**src/rtl/recirc_link_ctrl.sv**
```systemverilog
// Link-activation controller: qualifies the incoming word stream with a run of COM
// words, raises active for the recirculator, and drops it after a run of idle cycles.
module recirc_link_ctrl #(
  parameter int unsigned     WIDTH      = 32,
  parameter logic [WIDTH-1:0] COM_WORD  = WIDTH'(32'hBCBCBCBC),
  parameter int unsigned     SYNC_COUNT = 4,
  parameter int unsigned     LOSS_COUNT = 3
) (
  input  logic             clk_2f,
  input  logic             reset,
  input  logic [WIDTH-1:0] data_input,
  input  logic             valid,
  output logic             active,
  output logic [1:0]       state,
  output logic [15:0]      fwd_count,
  output logic             loss_pulse
);

  localparam int unsigned CNT_W = 8;
  localparam int unsigned FWD_W = 16;

  typedef enum logic [1:0] {
    ST_IDLE   = 2'b00,
    ST_SYNC   = 2'b01,
    ST_ACTIVE = 2'b10,
    ST_BAD    = 2'b11
  } state_t;

  state_t           state_q, state_d;
  logic             active_q, active_d;
  logic [FWD_W-1:0] fwd_q, fwd_d;
  logic             loss_pulse_q, loss_pulse_d;
  logic [CNT_W-1:0] sync_cnt_q, sync_cnt_d;
  logic [CNT_W-1:0] loss_cnt_q, loss_cnt_d;

  logic             is_com_c;
  logic [CNT_W:0]   sync_inc_c, loss_inc_c;
  logic             sync_last_c, loss_last_c;

  // Shared decode of the sampled word and the counter terminal conditions
  assign is_com_c    = valid && (data_input == COM_WORD);
  assign sync_inc_c  = {1'b0, sync_cnt_q} + (CNT_W+1)'(1);
  assign loss_inc_c  = {1'b0, loss_cnt_q} + (CNT_W+1)'(1);
  assign sync_last_c = (sync_inc_c == (CNT_W+1)'(SYNC_COUNT));
  assign loss_last_c = (loss_inc_c == (CNT_W+1)'(LOSS_COUNT));

  // State and output registers
  always_ff @(posedge clk_2f or negedge reset) begin
    if (!reset) begin
      state_q      <= ST_IDLE;
      active_q     <= 1'b0;
      fwd_q        <= '0;
      loss_pulse_q <= 1'b0;
      sync_cnt_q   <= '0;
      loss_cnt_q   <= '0;
    end else begin
      state_q      <= state_d;
      active_q     <= active_d;
      fwd_q        <= fwd_d;
      loss_pulse_q <= loss_pulse_d;
      sync_cnt_q   <= sync_cnt_d;
      loss_cnt_q   <= loss_cnt_d;
    end
  end

  // Next-state decode
  always_comb begin
    state_d = state_q;
    unique case (state_q)
      ST_IDLE: begin
        if (is_com_c) state_d = (SYNC_COUNT == 1) ? ST_ACTIVE : ST_SYNC;
      end
      ST_SYNC: begin
        if (is_com_c) begin
          if (sync_last_c) state_d = ST_ACTIVE;
        end else if (valid) begin
          state_d = ST_IDLE;
        end
      end
      ST_ACTIVE: begin
        if (!valid && loss_last_c) state_d = ST_IDLE;
      end
      default: state_d = ST_IDLE;
    endcase
  end

  // Next values of the registered outputs and counters
  always_comb begin
    active_d     = active_q;
    fwd_d        = fwd_q;
    loss_pulse_d = 1'b0;
    sync_cnt_d   = sync_cnt_q;
    loss_cnt_d   = loss_cnt_q;
    unique case (state_q)
      ST_IDLE: begin
        active_d = 1'b0;
        if (is_com_c) begin
          if (SYNC_COUNT == 1) begin
            active_d   = 1'b1;
            sync_cnt_d = '0;
          end else begin
            sync_cnt_d = CNT_W'(1);
          end
        end else begin
          sync_cnt_d = '0;
        end
      end
      ST_SYNC: begin
        if (is_com_c) begin
          if (sync_last_c) begin
            active_d   = 1'b1;
            sync_cnt_d = '0;
          end else begin
            sync_cnt_d = sync_inc_c[CNT_W-1:0];
          end
        end else if (valid) begin
          sync_cnt_d = '0;
        end
      end
      ST_ACTIVE: begin
        if (valid) begin
          loss_cnt_d = '0;
          if (fwd_q != {FWD_W{1'b1}}) fwd_d = fwd_q + FWD_W'(1);
        end else if (loss_last_c) begin
          active_d     = 1'b0;
          loss_pulse_d = 1'b1;
          loss_cnt_d   = '0;
        end else begin
          loss_cnt_d = loss_inc_c[CNT_W-1:0];
        end
      end
      default: begin
        // Unreachable encoding: fall back to a clean idle
        active_d   = 1'b0;
        sync_cnt_d = '0;
        loss_cnt_d = '0;
      end
    endcase
  end

  assign active     = active_q;
  assign state      = state_q;
  assign fwd_count  = fwd_q;
  assign loss_pulse = loss_pulse_q;

endmodule

```
**config.mk**
```make
export PLATFORM = sky130hd
export DESIGN_NAME = recirc_link_ctrl
export DESIGN_NICKNAME = d
export VERILOG_FILES = /design/src/rtl/recirc_link_ctrl.sv
export SDC_FILE = /design/constraint.sdc
export NUM_CORES = 1
export LEC_CHECK = 0
export CAP_MARGIN = 20
export CORE_MARGIN = 4
export CORE_UTILIZATION = 35
export DETAILED_ROUTE_END_ITERATION = 10
export HOLD_SLACK_MARGIN = 0.02
export PLACE_DENSITY = 0.68
export SLEW_MARGIN = 20
export SYNTH_ARGS = -nofsm -noshare
export SYNTH_HDL_FRONTEND = slang
export SYNTH_SLANG_ARGS = --single-unit
```
**constraint.sdc**
```tcl
create_clock -name clk_2f -period 2.55 [get_ports clk_2f]
set_clock_uncertainty 0.1 [all_clocks]
set_input_delay 0.3825 -clock clk_2f [delete_from_list [all_inputs] [get_ports clk_2f]]
set_output_delay 0.3825 -clock clk_2f [all_outputs]
set_load 0.01 [all_outputs]
```
==> results of run 1 <==
## sequential cells by signal, indices dropped and copies added (netlist names)
signal / cells
active: 1
fwd_count: 16
loss_cnt_q: 8
loss_pulse: 1
state: 2
sync_cnt_q: 8
## stage by stage
| stage | hold WS, ns | worst slack, ns | util |
|---|---|---|---|
| finish | 0.398 | 0.353 | 0.501 |
| global placement | 0.382 | 0.230 | 0.485 |
| global route | 0.416 | 0.181 | 0.501 |
| detailed placement | 0.393 | 0.182 | 0.485 |
| floorplan | -0.0131 | 0.579 | - |
| CTS | 0.403 | 0.361 | 0.501 |
## cell usage in the layout (no fill, tap or decap), types with 7 or more instances in the layout
cell and instances:
inv_1 7, dfrtp_1 36, nor2_1 18, nor3_1 7, nand2_1 12, nand2b_1 8, xor2_1 11, nand3_1 11
o21ai_0 9, xnor2_1 8, clkdlybuf4s50_1 54
## kinds of logic after synthesis
family / share of synthesized area
xor+xnor: 0.0796
fa+ha+maj: 0.0299
buf+inv: 0.0275
simple gates: 0.269
compound gates: 0.148
mux: 0.0156
flops: 0.431
## report_power, final
part	leakage [nW]	switching, W	internal, W
registers	0.484	0.000100	0.000657
logic	0.649	0.000291	0.000314
clock network	0.0510	0.000207	0.000216
## layout make-up
class	count	share of cell area
Inverter	7	0.00929
Timing Repair Buffer	60	0.207
Sequential cell	36	0.319
Multi-Input combinational cell	166	0.400
Clock inverter	2	0.00354
Clock buffer	6	0.0292
Tap cell	72	0.0319
## critical path, stage by stage (launching register included)
cell     delay, ns
dfrtp_1       0.47
nand3_2       0.18
nor4b_1       0.35
o311a_1       0.49
nor3_1        0.09
buf_4         0.17
a22o_1        0.23
## how the worst min path moves through the flow
| stage | slack (ns) | endpoint | depth (start not counted) | from |
|---|---|---|---|---|
| after floorplan | -0.01 | active$_DFFE_PN0P_ | 0 | reset |
| after global placement | 0.38 | fwd_count[8]$_DFFE_PN0P_ | 1 | fwd_count[8]$_DFFE_PN0P_ |
| after detailed placement | 0.39 | fwd_count[8]$_DFFE_PN0P_ | 1 | fwd_count[8]$_DFFE_PN0P_ |
| after CTS | 0.40 | fwd_count[8]$_DFFE_PN0P_ | 1 | fwd_count[8]$_DFFE_PN0P_ |
| after global routing | 0.42 | fwd_count[8]$_DFFE_PN0P_ | 1 | fwd_count[8]$_DFFE_PN0P_ |
| final | 0.40 | fwd_count[8]$_DFFE_PN0P_ | 1 | fwd_count[8]$_DFFE_PN0P_ |
## routing by layer
metal / up-vias / GRT usage
li1: 919 / -
met1: 879 / 0.166
met2: 65 / 0.220
met3: 5 / 0.0456
met4: 0 / 0.0432
met5: - / 0
## cells in the mapped netlist, types with 2 or more instances
master     n
a31o_2     2
ha_1       5
nand4_1    6
xnor2_1    8
a22o_1     3
o41ai_1    5
nor4b_1    3
xor2_1    11
o31ai_1    2
o211ai_1   2
nand2b_1   8
nor3b_1    2
dfrtp_1   36
o22ai_1    3
a22o_2     2
clkbuf_1   4
mux2_2     2
o21ai_0    9
nor2_1    18
a211oi_1   2
nand3_1   11
nor4bb_1   2
inv_1      7
a21oi_1    3
nor4_1     2
nand2_1   12
and2_1     4
and4_1     3
nor2b_1    4
nor3_1     7
a31oi_1    2
and3_1     5
==> results_dict.tcl, run 1 <==
set metrics [dict create \
    routed_wl_um 4740 \
    synth-seq-cells 36 \
    synth_area_leader_cell "dfrtp_1" \
    dr_wl_met3_um 405 \
    synth_cells 215 \
    drive_gt1_frac 0.0939 \
    core_area_um2 5640 \
    cp.arrival_ns 2.28 \
    hold_path_class "reg -> reg" \
    syn_area_um2 2090 \
    reg2reg_setup_slack_ns 0.35 \
    worst_ir_drop_vdd_uv 296 \
    nNetsFinal 316 \
    h-tree-depth 2 \
    multi_input_area_um2 1130 \
    num_rows 27 \
    die-height_um 85.3 \
    cts_hold_buf 0 \
    drt-pass1-iter-count 4 \
    required_ns 2.63 \
    clkSinkCount 36 \
    power_density_nw_per_um2 631 \
    cts_setup_buffers 0 \
    relSlewSlack 0.680 \
    numCtsBuffers 5 \
    yosysTopAreaCellShare 0.431 \
    vias 1868 \
    drt_iter0_drc 69 \
    clockBufferDepth 2 \
    grt_max_degree 37 \
    grt_pass1_wl_um 8000 \
    routed.top_layer "met4" \
    tightest_slew_ns 0.479 \
    drc 0 \
    dieWidth_um 85.3 \
    path_clk_slew_ns 0.08 \
    cts-root-buf "clkbuf_8" \
    placed_cell_area_um2 2740 \
    tns_ns 0 \
    tritoncts "done" \
    gp_congestion 0.775 \
    stdcell_count 349 \
    synth_nets 255 \
    seq_area_frac_synth 0.431 \
    hold_viol 0 \
    synth_edf_count 0 \
    antenna_left 0 \
    dpl.cell_count 341 \
    globalRouteTotalUtil 0.134 \
    crit_end "sync_cnt_q[2]$_DFFE_PN0P_" \
    timing.rr.start "sync_cnt_q[0]$_DFFE_PN0P_" \
    final_area_um2 2830 \
    initial_utilization 0.371 \
    syn_area_per_cell_um2 9.72 \
    io_buffers 54 \
    grt-ovfl-total 0 \
    ys_types 52 \
    finalMaxSlewViolations 0 \
    fin_crit_ns 2.20 \
    crit_type "reg -> reg" \
    setup_viol 0 \
    async_reset_ff_frac 1.00 \
    r2r_cells 6 \
    start_kind "flop" \
    nFillCells 524 \
    fin_total_pwr_w 0.00179 \
    fin_crit_sh 0.862 \
    syn_to_final_growth_pct 35.2 \
    io_pins 55 \
    status "completed" \
    regArea_um2 901 \
    leakagePower_nw 1.18 \
    rsz0062_at_grt "false" \
    r2r-end "sync_cnt_q[2]$_DFFE_PN0P_" \
    dp_hpwl_um 3560 \
    ys_top_cells_by_area "dfrtp_1 43%, xor2_1 4.6%, xnor2_1 3.4%, nor2_1 3.2%, ha_1 3.0%" \
    synth_flop_cell "dfrtp_1" \
    wl_per_cell_um 13.6 \
    drv_cap 0 \
    clk_latency_ns 0.29 \
    grt_pass1_vias 1801 \
    antenna_found_initial 0 \
    drt-vias-per-instance 5.35 \
    die_area_um2 7270 \
    wl_met2_um 2200 \
    cp_max_fo 11 \
    critPathLaunch "sync_cnt_q[0]$_DFFE_PN0P_" \
    n_antenna_cell 0 \
    cts_resized 0 \
    cp-end-kind "flop" \
    clock.fmax_mhz 455 \
    synth_warnings 0 \
    wl_met1_um 2080 \
]
Power figures use the tool's default switching activity.
==> run 2: changes to the inputs <==
--- a/config.mk
+++ b/config.mk
@@ -11,7 +11,6 @@
 export DETAILED_ROUTE_END_ITERATION = 10
 export HOLD_SLACK_MARGIN = 0.02
 export PLACE_DENSITY = 0.68
-export SLEW_MARGIN = 20
 export SYNTH_ARGS = -nofsm -noshare
 export SYNTH_HDL_FRONTEND = slang
 export SYNTH_SLANG_ARGS = --single-unit
==> results of run 2 <==
Same layout as run 1: the final DEF is identical, and so are final timing and power.
==> run 3: changes to the inputs <==
--- a/config.mk
+++ b/config.mk
@@ -7,10 +7,10 @@
 export LEC_CHECK = 0
 export CAP_MARGIN = 20
 export CORE_MARGIN = 4
-export CORE_UTILIZATION = 35
+export CORE_UTILIZATION = 49
 export DETAILED_ROUTE_END_ITERATION = 10
 export HOLD_SLACK_MARGIN = 0.02
-export PLACE_DENSITY = 0.68
+export PLACE_DENSITY = 0.87
 export SYNTH_ARGS = -nofsm -noshare
 export SYNTH_HDL_FRONTEND = slang
 export SYNTH_SLANG_ARGS = --single-unit
==> run 3 against run 2 <==
- hold slack hardly changed
- wire length is 1.4% lower
- register-to-register slack better by 0.05 ns
- sequential power hardly changed
- critical path type unchanged
- global-route usage is 5.8 points higher
- power is 0.31% higher
- clock power hardly changed
- maximum frequency is 2.2% higher
- via count is 2.4% higher
- critical path depth stayed put
- combinational power hardly changed
==> results_dict.tcl, run 3 (synthesis results as in run 1) <==
set metrics [dict create \
    cts_setup_buffers 0 \
    antenna_left 0 \
    grt_pass1_vias 1937 \
    fin_util 0.689 \
    h-tree-depth 2 \
    rsz0062_at_grt "false" \
    clock.fmax_mhz 465 \
    n_antenna_cell 0 \
    start_kind "flop" \
    switching_share 0.335 \
    tightest_slew_ns 0.515 \
    worst_ir_drop_vdd_uv 247 \
    pwr-share-clk 0.237 \
    grt_max_degree 37 \
    io_pins 55 \
    cp-end-kind "flop" \
    path_cells "ha_1, and3_1, a211oi_1, o211ai_1, a211oi_2, a211oi_1" \
    drc 0 \
    path_common_cell "a211oi_1" \
    dieWidth_um 73.3 \
    grt-ovfl-total 0 \
    final_common_cell "clkdlybuf4s50_1" \
    cp_max_fo 7 \
    clk_latency_ns 0.29 \
    nNetsFinal 316 \
    drt-vias-per-instance 5.85 \
    setup_ws_ns 0.400 \
    path_buf_inv 0 \
    cpPeakStageDelay_ns 0.45 \
    final_cell_mix "54 x clkdlybuf4s50_1, 36 x dfrtp_1, 18 x nor2_1, 12 x nand2_1" \
    initial_utilization 0.515 \
    preCtsSetupSlack_ns 0.120 \
    largest_register_ffs 16 \
    status "completed" \
    cts_hold_buf 0 \
    clkSinkCount 36 \
    cts-root-buf "clkbuf_8" \
    fin_total_pwr_w 0.00179 \
    crit_type "reg -> reg" \
    globalRouteTotalUtil 0.192 \
    tns_ns 0 \
    cts_resized 0 \
    dp_hpwl_um 3410 \
    vias 1913 \
    setup_viol 0 \
    gp_congestion 0.837 \
    whs_ns 0.398 \
    slowest_stage "dfrtp_1" \
    syn_to_final_growth_pct 33.8 \
    finalMaxSlewViolations 0 \
    seqPwrFrac 0.424 \
    comb_power_share 0.338 \
    die-height_um 73.3 \
    leakagePower_nw 1.18 \
    crit_family "compound AO/OA/AOI/OAI gates" \
    wl_per_cell_um 14.3 \
    num_rows 23 \
    drt_iter0_drc 30 \
    drt-pass1-iter-count 6 \
    hold_path_class "reg -> reg" \
    numCtsBuffers 5 \
    power_density_nw_per_um2 640 \
    reg2reg_setup_slack_ns 0.40 \
    clockBufferDepth 2 \
    hold_viol 0 \
    relSlewSlack 0.656 \
    antenna_found_initial 0 \
    fin_crit_ns 2.15 \
    path_clk_slew_ns 0.07 \
    required_ns 2.60 \
    drv_cap 0 \
    io_buffers 54 \
    grt_pass1_wl_um 8070 \
    fin_crit_sh 0.843 \
    tritoncts "done" \
    routed_wl_um 4670 \
    die_area_um2 5380 \
    cp.arrival_ns 2.20 \
    core_area_um2 4060 \
    drive_gt1_frac 0.0866 \
    power_switching_w 0.000599 \
    internal_power_w 0.00119 \
]
-- run 3: worst register-to-register path, stage by stage (launching register included) --
cell	delay, ns
dfrtp_1	0.45
ha_1	0.28
and3_1	0.26
a211oi_1	0.26
o211ai_1	0.12
a211oi_2	0.41
a211oi_1	0.14
-- run 3: cell type report --
class                   count  area, um2
flip-flops and latches     36        901
multi-input cells         166       1130
inverters                   7       26.3
repair buffers             60        586
fillers                   341       1260
well taps                  50       62.6
clock buffers               8       90.1
-- run 3: metal layers --
| layer | track usage | vias up | part of all wire |
|---|---|---|---|
| met5 | 0 | - | 0 |
| met4 | 0.0785 | 0 | 0.017 |
| met3 | 0.0547 | 7 | 0.088 |
| met2 | 0.350 | 75 | 0.49 |
| met1 | 0.207 | 916 | 0.41 |
| li1 | - | 915 | - |
-- run 3: path summary, 6_finish.rpt --
path | start | end | cells past startpoint
min in group asynchronous | reset | loss_cnt_q[4]$_DFFE_PN0N_ | 2
max in group asynchronous | reset | fwd_count[9]$_DFFE_PN0P_ | 2
hold / removal | fwd_count[8]$_DFFE_PN0P_ | fwd_count[8]$_DFFE_PN0P_ | 1
hold reg to reg | fwd_count[8]$_DFFE_PN0P_ | fwd_count[8]$_DFFE_PN0P_ | 1
setup / recovery | loss_cnt_q[0]$_DFFE_PN0N_ | active$_DFFE_PN0P_ | 6
setup reg to reg | loss_cnt_q[0]$_DFFE_PN0N_ | active$_DFFE_PN0P_ | 6
-- run 3: power groups by stage --
| stage | Clock, W | Combinational [W] | Sequential (W) |
|---|---|---|---|
| final | 0.000425 | 0.000606 | 0.000759 |
| after floorplan | 0 | 0.000295 | 0.000787 |
| after global routing | 0.000456 | 0.000673 | 0.000779 |
| after global placement | 0 | 0.000589 | 0.000766 |
| after detailed placement | 0 | 0.000607 | 0.000771 |
| after CTS | 0.000436 | 0.000609 | 0.000760 |
-- run 3: through the flow --
stage               std cells  cell area, um2
detailed placement        319            2710
finish                    327            2800
global placement          319            2710
global route              327            2800
floorplan                 215            2090
CTS                       327            2800
